**src/rtl/pipe_hazard_ctrl.sv**
```systemverilog
// Pipeline sequencing controller: PC / IF/ID / ID/EX / EX/MEM enables and flushes.
// Optional performance counters are built when HAZ_PERF_CNT_EN is defined.
module pipe_hazard_ctrl #(
  parameter int REG_W             = 3,
  parameter int INIT_CYCLES       = 3,
  parameter int LOAD_STALL_CYCLES = 1
) (
  input  logic             clk,
  input  logic             rst_n,
  input  logic [REG_W-1:0] ifid_rs,
  input  logic [REG_W-1:0] ifid_rt,
  input  logic             ifid_uses_rt,
  input  logic             idex_mem_read,
  input  logic [REG_W-1:0] idex_rt,
  input  logic             branch_taken,
  input  logic             dmem_busy,
  output logic             pc_en,
  output logic             ifid_en,
  output logic             ifid_flush,
  output logic             idex_en,
  output logic             idex_flush,
  output logic             exmem_en,
  output logic [1:0]       ctrl_state,
  output logic [15:0]      stall_cnt,
  output logic [15:0]      flush_cnt
);

  // state    | meaning
  // INIT     | bubble-fill after reset release
  // RUN      | normal issue
  // LU_STALL | extra load-use bubbles beyond the first
  // MEM_WAIT | frozen on dmem_busy; resumes as ret_q
  localparam logic [1:0] S_INIT     = 2'd0;
  localparam logic [1:0] S_RUN      = 2'd1;
  localparam logic [1:0] S_LU_STALL = 2'd2;
  localparam logic [1:0] S_MEM_WAIT = 2'd3;

  typedef enum logic [2:0] {O_INIT, O_FREEZE, O_BRFL, O_STALL, O_NORM} out_sel_t;

  logic [1:0] state_q, state_d;
  logic [1:0] ret_q, ret_d;
  logic [3:0] cnt_q, cnt_d;
  logic [1:0] eff_state;
  logic       lu;
  out_sel_t   out_sel;

  assign lu = idex_mem_read && (idex_rt != '0) &&
              ((idex_rt == ifid_rs) || (ifid_uses_rt && (idex_rt == ifid_rt)));

  // Leaving MEM_WAIT acts as the return state within the same cycle.
  assign eff_state = ((state_q == S_MEM_WAIT) && !dmem_busy) ? ret_q : state_q;

  always_ff @(posedge clk or negedge rst_n) begin
    if (!rst_n) begin
      state_q <= S_INIT;
      ret_q   <= S_RUN;
      cnt_q   <= 4'(INIT_CYCLES);
    end else begin
      state_q <= state_d;
      ret_q   <= ret_d;
      cnt_q   <= cnt_d;
    end
  end

  always_comb begin
    state_d = state_q;
    ret_d   = ret_q;
    cnt_d   = cnt_q;
    case (eff_state)
      S_INIT: begin
        cnt_d = cnt_q - 4'd1;
        if (cnt_q <= 4'd1) state_d = S_RUN;
      end
      S_RUN: begin
        if (dmem_busy) begin
          ret_d   = S_RUN;
          state_d = S_MEM_WAIT;
        end else if (branch_taken) begin
          state_d = S_RUN;
        end else if (lu && (LOAD_STALL_CYCLES > 1)) begin
          state_d = S_LU_STALL;
          cnt_d   = 4'(LOAD_STALL_CYCLES - 1);
        end else begin
          state_d = S_RUN;
        end
      end
      S_LU_STALL: begin
        if (dmem_busy) begin
          ret_d   = S_LU_STALL;
          state_d = S_MEM_WAIT;
        end else if (branch_taken) begin
          state_d = S_RUN;
        end else begin
          cnt_d   = cnt_q - 4'd1;
          state_d = (cnt_q <= 4'd1) ? S_RUN : S_LU_STALL;
        end
      end
      default: state_d = S_MEM_WAIT;
    endcase
  end

  always_comb begin
    out_sel = O_NORM;
    case (eff_state)
      S_INIT:     out_sel = O_INIT;
      S_RUN:      out_sel = dmem_busy    ? O_FREEZE :
                            branch_taken ? O_BRFL   :
                            lu           ? O_STALL  : O_NORM;
      S_LU_STALL: out_sel = dmem_busy    ? O_FREEZE :
                            branch_taken ? O_BRFL   : O_STALL;
      default:    out_sel = O_FREEZE;
    endcase
  end

  always_comb begin
    {pc_en, ifid_en, ifid_flush, idex_en, idex_flush, exmem_en} = 6'b110101;
    case (out_sel)
      O_INIT:   {pc_en, ifid_en, ifid_flush, idex_en, idex_flush, exmem_en} = 6'b011111;
      O_FREEZE: {pc_en, ifid_en, ifid_flush, idex_en, idex_flush, exmem_en} = 6'b000000;
      O_BRFL:   {pc_en, ifid_en, ifid_flush, idex_en, idex_flush, exmem_en} = 6'b111111;
      O_STALL:  {pc_en, ifid_en, ifid_flush, idex_en, idex_flush, exmem_en} = 6'b000111;
      default:  {pc_en, ifid_en, ifid_flush, idex_en, idex_flush, exmem_en} = 6'b110101;
    endcase
  end

  assign ctrl_state = state_q;

`ifdef HAZ_PERF_CNT_EN
  logic [15:0] stall_cnt_q, stall_cnt_d;
  logic [15:0] flush_cnt_q, flush_cnt_d;

  always_ff @(posedge clk or negedge rst_n) begin
    if (!rst_n) begin
      stall_cnt_q <= '0;
      flush_cnt_q <= '0;
    end else begin
      stall_cnt_q <= stall_cnt_d;
      flush_cnt_q <= flush_cnt_d;
    end
  end

  // Saturating; only reset clears them.
  always_comb begin
    stall_cnt_d = stall_cnt_q;
    flush_cnt_d = flush_cnt_q;
    if ((state_q != S_INIT) && !pc_en && (stall_cnt_q != 16'hFFFF))
      stall_cnt_d = stall_cnt_q + 16'd1;
    if ((out_sel == O_BRFL) && (flush_cnt_q != 16'hFFFF))
      flush_cnt_d = flush_cnt_q + 16'd1;
  end

  assign stall_cnt = stall_cnt_q;
  assign flush_cnt = flush_cnt_q;
`else
  assign stall_cnt = 16'd0;
  assign flush_cnt = 16'd0;
`endif

endmodule

```
**config.mk**
```make
export PLATFORM = sky130hd
export DESIGN_NAME = pipe_hazard_ctrl
export DESIGN_NICKNAME = d
export VERILOG_FILES = /design/src/rtl/pipe_hazard_ctrl.sv
export SDC_FILE = /design/constraint.sdc
export NUM_CORES = 1
export LEC_CHECK = 0
export CAP_MARGIN = 15
export CORE_ASPECT_RATIO = 1.5
export CORE_MARGIN = 10
export CORE_UTILIZATION = 37
export CTS_BUF_LIST = sky130_fd_sc_hd__clkbuf_16
export DETAILED_ROUTE_END_ITERATION = 12
export GPL_TIMING_DRIVEN = 1
export PLACE_DENSITY = 0.81
export SLEW_MARGIN = 30
export SYNTH_ARGS = -nofsm -noshare
export SYNTH_HDL_FRONTEND = slang
export SYNTH_SLANG_ARGS = --single-unit
```
**constraint.sdc**
```tcl
create_clock -name clk -period 2 [get_ports clk]
set_input_delay 0.4 -clock clk [delete_from_list [all_inputs] [get_ports clk]]
set_output_delay 0.4 -clock clk [all_outputs]
set_load 0.005 [all_outputs]
```
# --- After elaboration in Yosys (flattened, before gate mapping) ---
# Index checks and enable logic that the tools add are counted.
totals:
  output_inout_bits: 40
  reg_bits: 8
classes:
  n_lt_le_gt_ge: 1
  n_eq_ne: 13
  n_mux: 24
  n_addsub: 1
  n_reduce_logical: 17
ops:
  columns: ["operator", "n"]
  rows:
  - ["$mux 2", 9]
  - ["$ne 2x2->1 const B", 5]
  - ["$mux 3", 3]
  - ["$pmux 3 s3", 1]
  - ["$mux 4", 2]
  - ["$pmux 4 s2", 1]
  - ["$eq 3x2->1 const B", 2]
  - ["$eq 3x3->1", 2]
  - ["$mux 1", 6]
  - ["$pmux 2 s3", 1]
  - ["$reduce_and 3->1", 2]
  - ["$reduce_or 3->1", 2]
  - ["$eq 2x2->1 const B", 2]
  - ["$le 4x1->1 const B", 1]
  - ["$logic_and 1x1->1", 4]
  - ["$pmux 2 s2", 1]
  - ["$reduce_bool 2->1", 2]
  - ["$reduce_or 2->1", 2]
  - ["$sub 4x1->4 const B", 1]
  - ["$eq 3x1->1 const B", 1]
  - ["$logic_not 3->1", 1]
  - ["$reduce_bool 3->1", 1]
  - ["$eq 2x1->1 const B", 1]
  - ["$logic_not 2->1", 1]
  - ["other kinds (2)", 2]

# --- Logic depth before layout (Yosys ltp) ---
# Gate-level depths: netlist (run 1).
logic_depth:
  depth_word: 11
  depth_mapped: 6
  mapped_depth_nobuf: 6

# --- Worst setup path before layout (run 1) ---
# Ideal clock, no wire load.
synth_timing:
  path_kind: "reg2out"
  from: "register state_q[0] (netlist: ctrl_state[0])"
  to: "output idex_flush"
  path_buffers: 1
  stages_incl_launch_ff: 7
  setup_slack_ns: 0.325
  arrival_time_ns: 1.275
  required_ns: 1.600
  path_cell_list: "dfrtp_1 buf_6 and2_4 nor2_2 a311oi_2 a41o_2 a21oi_1"
synth_via:
  elab_chain_len: 8
synth_lines:
  columns: ["item", "line_no", "text"]
  rows:
  - ["from (decl)", "40", "logic [1:0] state_q, state_d;"]
  - ["from (signal assigned)", "59", "state_q <= state_d;"]
  - ["$eq 2x2->1", "51", "assign eff_state = ((state_q == S_MEM_WAIT) && !dmem_busy) ? ret_q : state_q;"]
  - ["$logic_and 1x1->1", "51", null]
  - ["$mux 2 *", "51", null]
  - ["$eq 2x2->1 (tied with other cells)", "104", "case (eff_state)"]
  - ["$pmux 3 s3 *", "104", null]
  - ["$eq 3x2->1 or $logic_not 3->1 (tied branches)", "117", "case (out_sel)"]
  - ["$reduce_or 3->1 (no line) *", null, null]
  - ["$mux 1 *", "117", null]
  - ["to (decl)", "21", "output logic idex_flush,"]
# Every way passes the cells marked *; elsewhere a longest branch is shown, timed or not.

# --- Final worst setup path (run 1) ---
# Same ends and word-level chain as after synthesis.

==> flow_metrics.tcl, run 1 <==
set metrics [dict create \
    firstDrtPassIters 3 \
    r2r_setup_slack_ps 340 \
    path_cells "and2_4 -> nor2_4 -> a311oi_2 -> a41o_2 -> buf_6 -> a21oi_2 -> buf_2" \
    via_per_inst 4.50 \
    violations "negative setup slack" \
    worst-r2r-cell-count 6 \
    grt_max_degree 9 \
    area_growth_pct 41.6 \
    status "finished with violations" \
    cts_hold_buf 0 \
    synth_edf_count 0 \
    cts_tree "done" \
    synth_top_area_cell "buf_4" \
    synth_cells 106 \
    nets 171 \
    endpoint_kind "output port" \
    finalHoldViolCount 0 \
    r2r_start "cnt_q[0]" \
    arrival_ps 1670 \
    numCtsBuffers 3 \
    netlist_area_sq_um 911 \
    clock_latency_ps 230 \
    path_depth 7 \
    fmax_mhz 484 \
    die_h_microns 80.8 \
    synth_seq_area_share 0.224 \
    syn_avg_cell_area_sq_um 8.59 \
    max_cap_violations 0 \
    die_w_microns 60.5 \
    drv_slew 0 \
    synth_cell_type_count 31 \
    p_per_area_nw_per_um2 1030 \
    crit_type "flop to output port" \
    wl_per_cell_microns 15.1 \
    crit_buf_inv 2 \
    final.setup_skew_ps 2.21 \
    first_iter_violations 5 \
    ant_nets 0 \
    root_buffer "clkbuf_16" \
    vdd_drop_max_uv 662 \
    die_area_sq_um 4890 \
    hold_class "input pin to asynchronous set/reset pin" \
    clockBufferDepth 2 \
    io_buffers 22 \
    gp_congestion 0.802 \
    clkTransAtPathRegs_ps 40 \
    vias 796 \
    grt_setup_unrepaired "true" \
    initial_utilization 0.380 \
    grt_pass1_vias 884 \
    layout_min_cycle_time_ps 2070 \
    crit_start "ctrl_state[0]" \
    synth_area_leaders "buf_4, dfrtp_1, dfstp_2, o21ai_0, xnor2_1" \
    hpwl_microns 2110 \
    critPathLaunchType "flop" \
    h-tree-depth 1 \
    antenna_found_initial 0 \
    netlist.area_leader.share 0.272 \
    yosysWarningCount 0 \
    holdWs_ps 442 \
    tns_ps -148 \
    path_max_fanout 7 \
    drc_errors 0 \
    period_share 1.03 \
    grt_pass1_wl_microns 3890 \
    final_core_util 0.539 \
    p_total_uw 1330 \
    critPathMaxStageDelay_ps 460 \
    cp_top_family "flip-flops" \
    p_leak_uw 0.000669 \
    setup_viol 3 \
    dp.cells 164 \
    core_area_sq_um 2390 \
    num_rows 22 \
    drive_gt1_frac 0.386 \
    grt_usage 0.102 \
    grt_overflow 0 \
    fin_ws_ps -65.3 \
    required_ps 1600 \
    io_pins 55 \
    cts_sinks 8 \
    crit_end "idex_flush" \
    r2r-end "ctrl_state[1]" \
    instances_no_fill 177 \
    ys_seq_elements 8 \
    synth_flop_cell "dfrtp_1" \
    wl_microns 2670 \
    crit_slowest_cell "dfrtp_2" \
    synthArstFlopShare 1.00 \
    antenna_cells 0 \
]
[flip-flops by register name, summed over array words and instances, names as in the netlist]
name        cells
ctrl_state      2
ret_q           2
cnt_q           4
[synthesized netlist by cell type, types with 3 or more instances]
library cell  count
xor2_1            5
buf_4            33
xnor2_1           5
nand2_1           5
dfrtp_1           5
o21ai_0           9
nor2_1            8
inv_1             6
dfstp_2           3
[area by class of cell]
type | instances | area [sq um]
Multi-Input combinational cell | 88 | 592
Tap cell | 24 | 30.0
Clock buffer | 3 | 75.1
Sequential cell | 8 | 205
Fill cell | 243 | 1100
Clock inverter | 1 | 3.75
Inverter | 6 | 22.5
Timing Repair Buffer | 47 | 362
[repair_timing]
item                                    4_1_cts  5_1_grt
pin swaps                                     7        4
resized for setup                            45       13
endpoints found under the setup margin        6        6
endpoints found under the hold margin         0        0
setup buffers                                 6        3
[cell usage in the layout (no fill, tap or decap), drive strengths merged]
cell type / count
a21oi: 2
a221oi: 2
a22o: 1
a311oi: 1
a41o: 1
and2: 1
buf: 31
clkbuf: 6
clkdlybuf4s15: 2
clkdlybuf4s50: 5
conb: 32
dfrtp: 5
dfstp: 3
dlygate4sd2: 6
ha: 2
inv: 7
mux2i: 1
nand2: 5
nand2b: 2
nand3: 2
nand4: 1
nor2: 10
nor2b: 1
nor4: 1
o21ai: 10
o22ai: 1
o31a: 1
o31ai: 1
xnor2: 5
xor2: 5
[worst min-delay path by stage]
stage / start / slack (ps) / endpoint
2_1_floorplan: rst_n / 100 / cnt_q[2]
3_3_place_gp: cnt_q[3] / 470 / cnt_q[3]
3_5_place_dp: cnt_q[3] / 470 / cnt_q[3]
4_1_cts: rst_n / 450 / cnt_q[2]
5_1_grt: rst_n / 460 / cnt_q[2]
6_report: rst_n / 440 / cnt_q[2]
[power breakdown]
part           internal (uW)  leakage (uW)  switching (uW)
Sequential               228     0.0000882            67.9
Combinational            360      0.000539             328
Clock                    260     0.0000423            80.9
Total                    849      0.000669             477
[routing by layer]
layer  track usage  up-vias  wire length [microns]
met2         0.201       45                   1420
met4        0.0264        0                     53
met5             0        -                      0
met3        0.0343        5                    195
met1        0.0926      368                   1010
li1              -      378                      -
[kinds of logic (layout without fill, tap and decap cells)]
group	Yosys count	count (layout)	share of synthesized area
adder cells (fa/ha/maj)	2	2	0.0275
flip-flops	8	8	0.224
XOR/XNOR	10	10	0.0961
buffers and inverters	41	57	0.315
other	1	32	0.00412
AO/OA/AOI/OAI	20	20	0.168
AND/OR/NAND/NOR	23	23	0.155
multiplexers	1	1	0.0110
[metrics by stage]
stage	setup slack, ps	area [sq um]
after global routing	-130	1290
after detailed placement	-606	1130
final	-65.3	1290
after CTS	-49.2	1260
after global placement	-558	1130
after floorplan	325	1030
Note: power is estimated with default switching activity, not from simulation.
==> run 2: changes to the inputs <==
--- a/config.mk
+++ b/config.mk
@@ -6,7 +6,7 @@
 export NUM_CORES = 1
 export LEC_CHECK = 0
 export CAP_MARGIN = 15
-export CORE_ASPECT_RATIO = 1.5
+export CORE_ASPECT_RATIO = 0.7
 export CORE_MARGIN = 10
 export CORE_UTILIZATION = 37
 export CTS_BUF_LIST = sky130_fd_sc_hd__clkbuf_16
==> flow_metrics.tcl, run 2 (synthesized netlist as in run 1, its figures left out) <==
set metrics [dict create \
    setup_viol 1 \
    io_buffers 22 \
    via_per_inst 4.24 \
    crit_type "flop to output port" \
    area_growth_pct 44.4 \
    dp.cells 170 \
    critPathLaunchType "flop" \
    grt_pass1_vias 837 \
    fmax_mhz 495 \
    first_iter_violations 33 \
    grt_usage 0.105 \
    die_area_sq_um 4880 \
    die_h_microns 61.5 \
    p_leak_uw 0.000674 \
    final_cell_mix "conb_1, buf_4, o21ai_0" \
    die_w_microns 79.3 \
    ant_nets 0 \
    grt_overflow 0 \
    vias 776 \
    cts_sinks 8 \
    max_cap_violations 0 \
    finalHoldViolCount 0 \
    arrival_ps 1620 \
    hold_class "input pin to asynchronous set/reset pin" \
    vdd_drop_max_uv 480 \
    h-tree-depth 1 \
    violations "negative setup slack" \
    endpoint_kind "output port" \
    wl_per_cell_microns 15.3 \
    grt_max_degree 10 \
    place_ws_ps -664 \
    num_rows 14 \
    r2r_start "cnt_q[0]" \
    hpwl_microns 2100 \
    largest_register_ffs 4 \
    core_area_sq_um 2240 \
    drive_gt1_frac 0.397 \
    final_core_util 0.586 \
    cts_tree "done" \
    path_max_fanout 6 \
    worst-r2r-cell-count 6 \
    clkTransAtPathRegs_ps 40 \
    nFillCells 193 \
    grt_setup_unrepaired "true" \
    required_ps 1600 \
    io_pins 55 \
    root_buffer "clkbuf_16" \
    antenna_cells 0 \
    nets 169 \
    r2r_setup_slack_ps 180 \
    instances_no_fill 183 \
    wl_microns 2800 \
    antenna_found_initial 0 \
    firstDrtPassIters 4 \
    drc_errors 0 \
    final.setup_skew_ps 2.33 \
    p_total_uw 1310 \
    drv_slew 0 \
    multi_input_area_sq_um 603 \
    clockBufferDepth 2 \
    register_area_sq_um 206 \
    numCtsBuffers 3 \
    fin_ws_ps -19.0 \
    clock_latency_ps 230 \
    final_common_cell "conb_1" \
    layout_min_cycle_time_ps 2020 \
    period_share 1.01 \
    top_register "cnt_q" \
    r2r-end "ctrl_state[1]" \
    p_per_area_nw_per_um2 999 \
    grt_pass1_wl_microns 4000 \
    cts_hold_buf 0 \
    status "finished with violations" \
    initial_utilization 0.406 \
    gp_congestion 0.830 \
]
[run 2: cell count changes in the layout (fill, tap and decap cells not counted), moves of 2 or more]
cell             change
clkdlybuf4s15_1      +4
buf_4                -3
buf_2                -2
buf_6                +2
clkdlybuf4s50_1      -2
o21ai_2              +2
[run 2: worst max-delay path, stage by stage (launching register included)]
cell and delay, ps:
dfrtp_2 410, buf_4 140, buf_4 150, nor2_2 50
nor2_1 140, o21ai_2 80, buf_4 150, a21oi_2 130
buf_2 130
[run 2: per-stage QoR]
step / hold slack (ps) / TNS, ps / instance area, sq um
5_1_grt: 471 / -335 / 1320
3_5_place_dp: 502 / -3510 / 1130
2_1_floorplan: 104 / 0 / 1030
4_1_cts: 455 / 0 / 1300
3_3_place_gp: 457 / -3140 / 1130
6_report: 450 / -19.0 / 1320
[run 2: worst max-delay path by stage]
stage / start / endpoint / slack, ps / cells past startpoint
finish: ctrl_state[0] / idex_flush / -20 / 8
global route: ctrl_state[0] / idex_flush / -90 / 8
CTS: idex_rt[2] / idex_flush / 6 / 7
detailed placement: idex_rt[1] / idex_flush / -660 / 6
global placement: dmem_busy / idex_flush / -570 / 7
floorplan: ctrl_state[0] / idex_flush / 330 / 6
[run 2: routing by layer]
metal,track usage,routed length [microns],share of wire
met1,0.0992,1010,0.36
met2,0.202,1580,0.57
met3,0.0203,133,0.048
met4,0.0840,73,0.026
met5,0,0,0
[run 2: report_power, final]
group / switching, uW / leakage, uW / total, uW / internal (uW)
clock: 76.9 / 0.0000423 / 337 / 260
combinational: 321 / 0.000545 / 666 / 345
sequential: 80.9 / 0.0000874 / 311 / 230
[run 2: cell type report]
type                            count  area share
Clock buffer                        3      0.0571
Clock inverter                      1     0.00285
Inverter                            6      0.0171
Multi-Input combinational cell     88       0.459
Sequential cell                     8       0.157
Tap cell                           32      0.0304
Timing Repair Buffer               45       0.277
[run 2: what timing repair did]
| action | CTS | global route |
|---|---|---|
| setup endpoints to repair | 6 | 6 |
| pin swaps | 8 | 9 |
| buffers inserted | 10 | 0 |
| resized for setup | 50 | 17 |
